### src/rtl/adder_seq_pkg.sv
// Shared types and sizing helpers for the sliced sequential adder.
package adder_seq_pkg;

  typedef enum logic [1:0] {IDLE, RUN, DONE} state_t;

  function automatic int calcNslice(input int width, input int slice);
    return width / slice;
  endfunction

  // A single-slice configuration still needs a 1-bit index register.
  function automatic int calcIdxWidth(input int nslice);
    return (nslice > 1) ? $clog2(nslice) : 1;
  endfunction

endpackage

### src/rtl/adder_seq_ctrl_add_slice.sv
// Combinational SLICE-bit ripple-carry adder built from 1-bit full adders.
module add_slice
  import adder_seq_pkg::*;
#(
  parameter int SLICE = 20
) (
  input  logic [SLICE-1:0] x,
  input  logic [SLICE-1:0] y,
  input  logic             ci,
  output logic [SLICE-1:0] s,
  output logic             co
);

  logic [SLICE:0] w_c;

  assign w_c[0] = ci;

  for (genvar i = 0; i < SLICE; i++) begin : g_fa
    assign s[i]     = x[i] ^ y[i] ^ w_c[i];
    assign w_c[i+1] = (x[i] & y[i]) | (w_c[i] & (x[i] ^ y[i]));
  end

  assign co = w_c[SLICE];

endmodule

### src/rtl/adder_seq_ctrl.sv
// Wide adder that reuses one SLICE-bit adder over NSLICE cycles, carrying
// between slices in a register, with valid/ready handshakes on both sides.
module adder_seq_ctrl
  import adder_seq_pkg::*;
#(
  parameter int WIDTH = 100,
  parameter int SLICE = 20
) (
  input  logic             clk,
  input  logic             rst_n,
  input  logic             start_valid,
  output logic             start_ready,
  input  logic [WIDTH-1:0] a,
  input  logic [WIDTH-1:0] b,
  input  logic             cin,
  output logic             res_valid,
  input  logic             res_ready,
  output logic [WIDTH-1:0] sum,
  output logic             cout,
  output logic             busy
);

  localparam int NSLICE = calcNslice(WIDTH, SLICE);
  localparam int IW     = calcIdxWidth(NSLICE);

  if ((WIDTH % SLICE) != 0) begin : g_bad_width
    $error("adder_seq_ctrl: WIDTH must be a multiple of SLICE");
  end

  state_t           r_state;
  state_t           w_nextState;
  logic [WIDTH-1:0] r_a;
  logic [WIDTH-1:0] r_b;
  logic [WIDTH-1:0] r_sum;
  logic             r_carry;
  logic             r_cout;
  logic [IW-1:0]    r_idx;

  logic [SLICE-1:0] w_sliceA;
  logic [SLICE-1:0] w_sliceB;
  logic [SLICE-1:0] w_sliceSum;
  logic             w_sliceCo;
  logic             w_accept;
  logic             w_lastSlice;

  assign w_sliceA    = r_a[r_idx*SLICE +: SLICE];
  assign w_sliceB    = r_b[r_idx*SLICE +: SLICE];
  assign w_accept    = start_valid && start_ready;
  assign w_lastSlice = (r_idx == IW'(NSLICE - 1));

  add_slice #(.SLICE(SLICE)) u_slice (
    .x  (w_sliceA),
    .y  (w_sliceB),
    .ci (r_carry),
    .s  (w_sliceSum),
    .co (w_sliceCo)
  );

  always_ff @(posedge clk or negedge rst_n) begin
    if (!rst_n) r_state <= IDLE;
    else        r_state <= w_nextState;
  end

  always_comb begin
    w_nextState = r_state;
    case (r_state)
      IDLE:    if (w_accept)    w_nextState = RUN;
      RUN:     if (w_lastSlice) w_nextState = DONE;
      DONE:    if (res_ready)   w_nextState = IDLE;
      default: w_nextState = IDLE;
    endcase
  end

  // Index stops at the last slice, so it never wraps.
  always_ff @(posedge clk or negedge rst_n) begin
    if (!rst_n) begin
      r_a     <= '0;
      r_b     <= '0;
      r_sum   <= '0;
      r_carry <= 1'b0;
      r_cout  <= 1'b0;
      r_idx   <= '0;
    end else begin
      case (r_state)
        IDLE: begin
          if (w_accept) begin
            r_a     <= a;
            r_b     <= b;
            r_carry <= cin;
            r_idx   <= '0;
            r_sum   <= '0;
          end
        end
        RUN: begin
          r_sum[r_idx*SLICE +: SLICE] <= w_sliceSum;
          r_carry                     <= w_sliceCo;
          if (w_lastSlice) r_cout <= w_sliceCo;
          else             r_idx  <= r_idx + 1'b1;
        end
        default: ;
      endcase
    end
  end

  assign start_ready = rst_n && (r_state == IDLE);
  assign res_valid   = (r_state == DONE);
  assign busy        = (r_state != IDLE);
  assign sum         = r_sum;
  assign cout        = r_cout;

endmodule

### config.mk
export PLATFORM = sky130hd
export DESIGN_NAME = adder_seq_ctrl
export DESIGN_NICKNAME = d
export VERILOG_FILES = /design/src/rtl/adder_seq_pkg.sv /design/src/rtl/adder_seq_ctrl_add_slice.sv /design/src/rtl/adder_seq_ctrl.sv
export SDC_FILE = /design/constraint.sdc
export NUM_CORES = 1
export LEC_CHECK = 0
export BUFFER_PORTS_ARGS = -buffer_cell sky130_fd_sc_hd__buf_2
export CORE_MARGIN = 2
export CORE_UTILIZATION = 55
export DETAILED_ROUTE_END_ITERATION = 10
export PLACE_DENSITY_LB_ADDON = 0.25
export SLEW_MARGIN = 20
export SYNTH_ARGS = -nofsm -noshare
export SYNTH_HDL_FRONTEND = slang
export SYNTH_SLANG_ARGS = --single-unit
### constraint.sdc
create_clock -name clk -period 11.19 [get_ports clk]
set_input_delay 0.5595 -clock clk [delete_from_list [all_inputs] [get_ports clk]]
set_output_delay 0.5595 -clock clk [all_outputs]
set_load 0.02 [all_outputs]
==> metrics.md <==
| Metric | Value |
|---|---|
| Outcome | `finished, violations left` |
| Failing checks | `hold timing` |
| H-tree depth | `1` |
| Count leader, synth | `nand2_1` |
| Startpoint types | `flip-flop` |
| R2r setup slk | `~1.2 ns` |
| Clock Tree Root | `clkbuf_16` |
| Drt wl/cell | `around 20 µm` |
| Post-cts resize count | `0` |
| Flops & latches, synth | `roughly 310` |
| WL met1 | `19400 µm` |
| Post-DRT Antenna Nets | `0` |
| Final Max Slew Viols | `0` |
| FFs w/ async S/R, synth | `100%` |
| First-pass GRT wire length | `between 70000 and 80000 µm` |
| Pre-Repair DR Iteration Count | `6` |
| # Post-CTS Setup Buffers | `0` |
| Synth top area share | `between 40 and 50%` |
| I/O Pins | `about 300` |
| Max Root-Sink Buffers | `3` |
| GRT overflow | `0` |
| DRC | `0` |
| DR vias | `about 14000` |
| CP arrival | `10.39 ns` |
| CP max stage delay | `roughly 0.96 ns` |
| Total GRT Usage | `about 33%` |
| Max layer used | `met4` |
| Vias in the first global route | `about 14000` |
| Detail Route met2 WL | `between 20000 and 25000 µm` |
| Clk pin slew, worst setup/hold paths | `0.06 ns` |
| Die W | `approximately 170 µm` |
| TNS Setup | `0 ns` |
| Layout cells sized above 1 | `19.6%` |
| Family with the most delay on the worst path | `adder cells` |
| Synth top area cells | `dfrtp_1 48%, nand2_1 18%, mux2i_1 10%` |
| CP Capture Type | `flip-flop` |
| Mapped Area | `approximately 16000 µm²` |
| Starting Density | `55.6%` |
| Met3 Routed Length | `between 2000 and 3000 µm` |
| Final min period | `9.95 ns` |
| Largest net degree at the start of global routing | `roughly 210` |
| Commonest register cell after synthesis | `dfrtp_1` |
| YS warnings | `0` |
| Clock sink count | `~310` |
| Worst-Margin Slew | `roughly 1.1 ns` |
| Starting DRT DRC Count | `~1400` |
| Via density | `approximately 5.7` |
| WS Path Type | `reg -> reg` |
| Largest area contributor in the netlist | `dfrtp_1` |
| Post-synth EDFFs | `0` |
| Hold slack | `-0.0223 ns` |
| Crit path required time | `roughly 12 ns` |
| Min-Delay Path Class | `in -> async` |
| Cells after synthesis | `approximately 1800` |
| Seq/Total Area, Yosys | `48.4%` |
| Chip Height | `~170 µm` |
| Final Hold Viols | `10` |
| Post-Syn Nets | `2044` |
| Routability cong. | `0.952` |
| Cell mode on critical path | `fa_1` |
| CTS tree | `yes` |
| Die Footprint | `30300 µm²` |
| Yosys cell types | `67` |
| # Max-Cap Violations | `0` |
| Final setup violation count | `0` |
| Commonest cells post-synth | `749 x nand2_1, 307 x dfrtp_1, 158 x mux2i_1, 83 x clkbuf_1, 76 x nor2_1` |
| Slew margin rel. | `between 20 and 30%` |
| Latest clock arrival within the worst-skew pair | `around 0.6 ns` |
| Critical-path top delay cell | `dfrtp_4` |
| Worst Path Max Fanout | `70` |
| WP buf/inv | `13` |
| Core Box Area | `between 20000 and 30000 µm²` |
| Rows | `62` |
| Setup Skew | `roughly 0.011 ns` |
| Peak Freq | `~100 MHz` |
| Inserted Clock Buffers | `31` |
| Hold_buf cts | `0` |
| Synth Area per Inst | `8.78 µm²` |
| Area delta synth->final | `16.9%` |
| Period utilisation layout | `between 80 and 90%` |
| # fillers | `2488` |
| ANT cells | `0` |
| Initial antenna violation count | `0` |
| Detailed Place HPWL | `35500 µm` |
| # nets final | `around 2300` |
| Buffers on Ports | `a little over 300` |
| Final WL | `roughly 49000 µm` |
| RSZ-0062 raised after global routing | `false` |
-- worst reg2reg max path, delay by kind of cell (launching register included) --
family | cells | cell delay (ns)
buffers and inverters | 13 | 1.24
multiplexers | 3 | 0.73
adder cells (fa/ha/maj) | 20 | 5.85
AND/OR/NAND/NOR | 3 | 0.47
flip-flops | 1 | 0.96
AO/OA/AOI/OAI | 3 | 0.56
-- metrics by stage --
stage	cells	hold slack [ns]	cell area, µm²	setup slack, ns	utilization [%]
detailed placement	2405	0.462	17600	1.41	61.8
finish	2458	-0.0223	18600	1.24	65.1
global route	2458	0.0590	18600	0.710	65.1
floorplan	1809	0.264	15900	2.51	-
global placement	2405	0.457	17600	1.67	61.8
CTS	2458	0.0268	18600	1.36	65.1
-- sequential cells by signal, summed over array words and instances, names as in the netlist --
name and count:
r_a 100, r_b 100, sum 100, r_idx 3, r_state 2, cout 1, r_carry 1
-- final timing paths --
kind                                from       to  cells past startpoint
worst max-delay path            r_idx[0]  sum[55]                     42
worst min register to register   r_a[16]  r_a[16]                      2
worst max register to register  r_idx[0]  sum[55]                     42
min in group clk                   a[88]  r_a[88]                      3
worst min-delay path               rst_n  sum[52]                      1
max in group asynchronous          rst_n  r_b[55]                      3
-- routing by layer --
metal	track usage [%]	vias to the layer above
li1	-	6525
met5	0	-
met3	3.70	158
met2	55.8	624
met4	15.4	0
met1	41.4	6699
-- cells in the final DEF, fill, tap and decap left out, types with 12 or more instances in the layout --
cell type  Yosys  routed
inv_1         22      22
a32o_1        13      13
buf_2         19     307
o21ai_0       55      55
dfrtp_1      307     305
nand3_1       39      39
nor2_1        76      75
nor2b_1       13      12
a21oi_1       56      56
mux2i_1      158     158
fa_1          20      20
nand2_1      749     748
buf_4          3      16
a22oi_1       19      19
o22ai_1       28      28
clkbuf_16      0      31
-- cell families after synthesis --
family	count (synthesis)	synth area share, %
AOI/OAI and AO/OA	238	10.2
muxes	166	10.6
buffers and inverters	136	3.43
adders and majority gates	30	3.31
and+or+nand+nor	927	23.7
xor gates and xnor gates	5	0.370
DFF	307	48.4
-- final cells by class --
class / count / area, µm² / area share, %
Multi-Input combinational cell: 1366 / 7690 / 41.4
Sequential cell: 307 / 7690 / 41.4
Timing Repair Buffer: 325 / 1690 / 9.11
Clock buffer: 44 / 875 / 4.71
Tap cell: 384 / 480 / 2.59
Inverter: 23 / 86.3 / 0.465
Clock inverter: 9 / 63.8 / 0.344
Power is left out: the tool's default activity adds up to more than one toggle a clock period on the data nets, which glitch-free logic cannot reach.
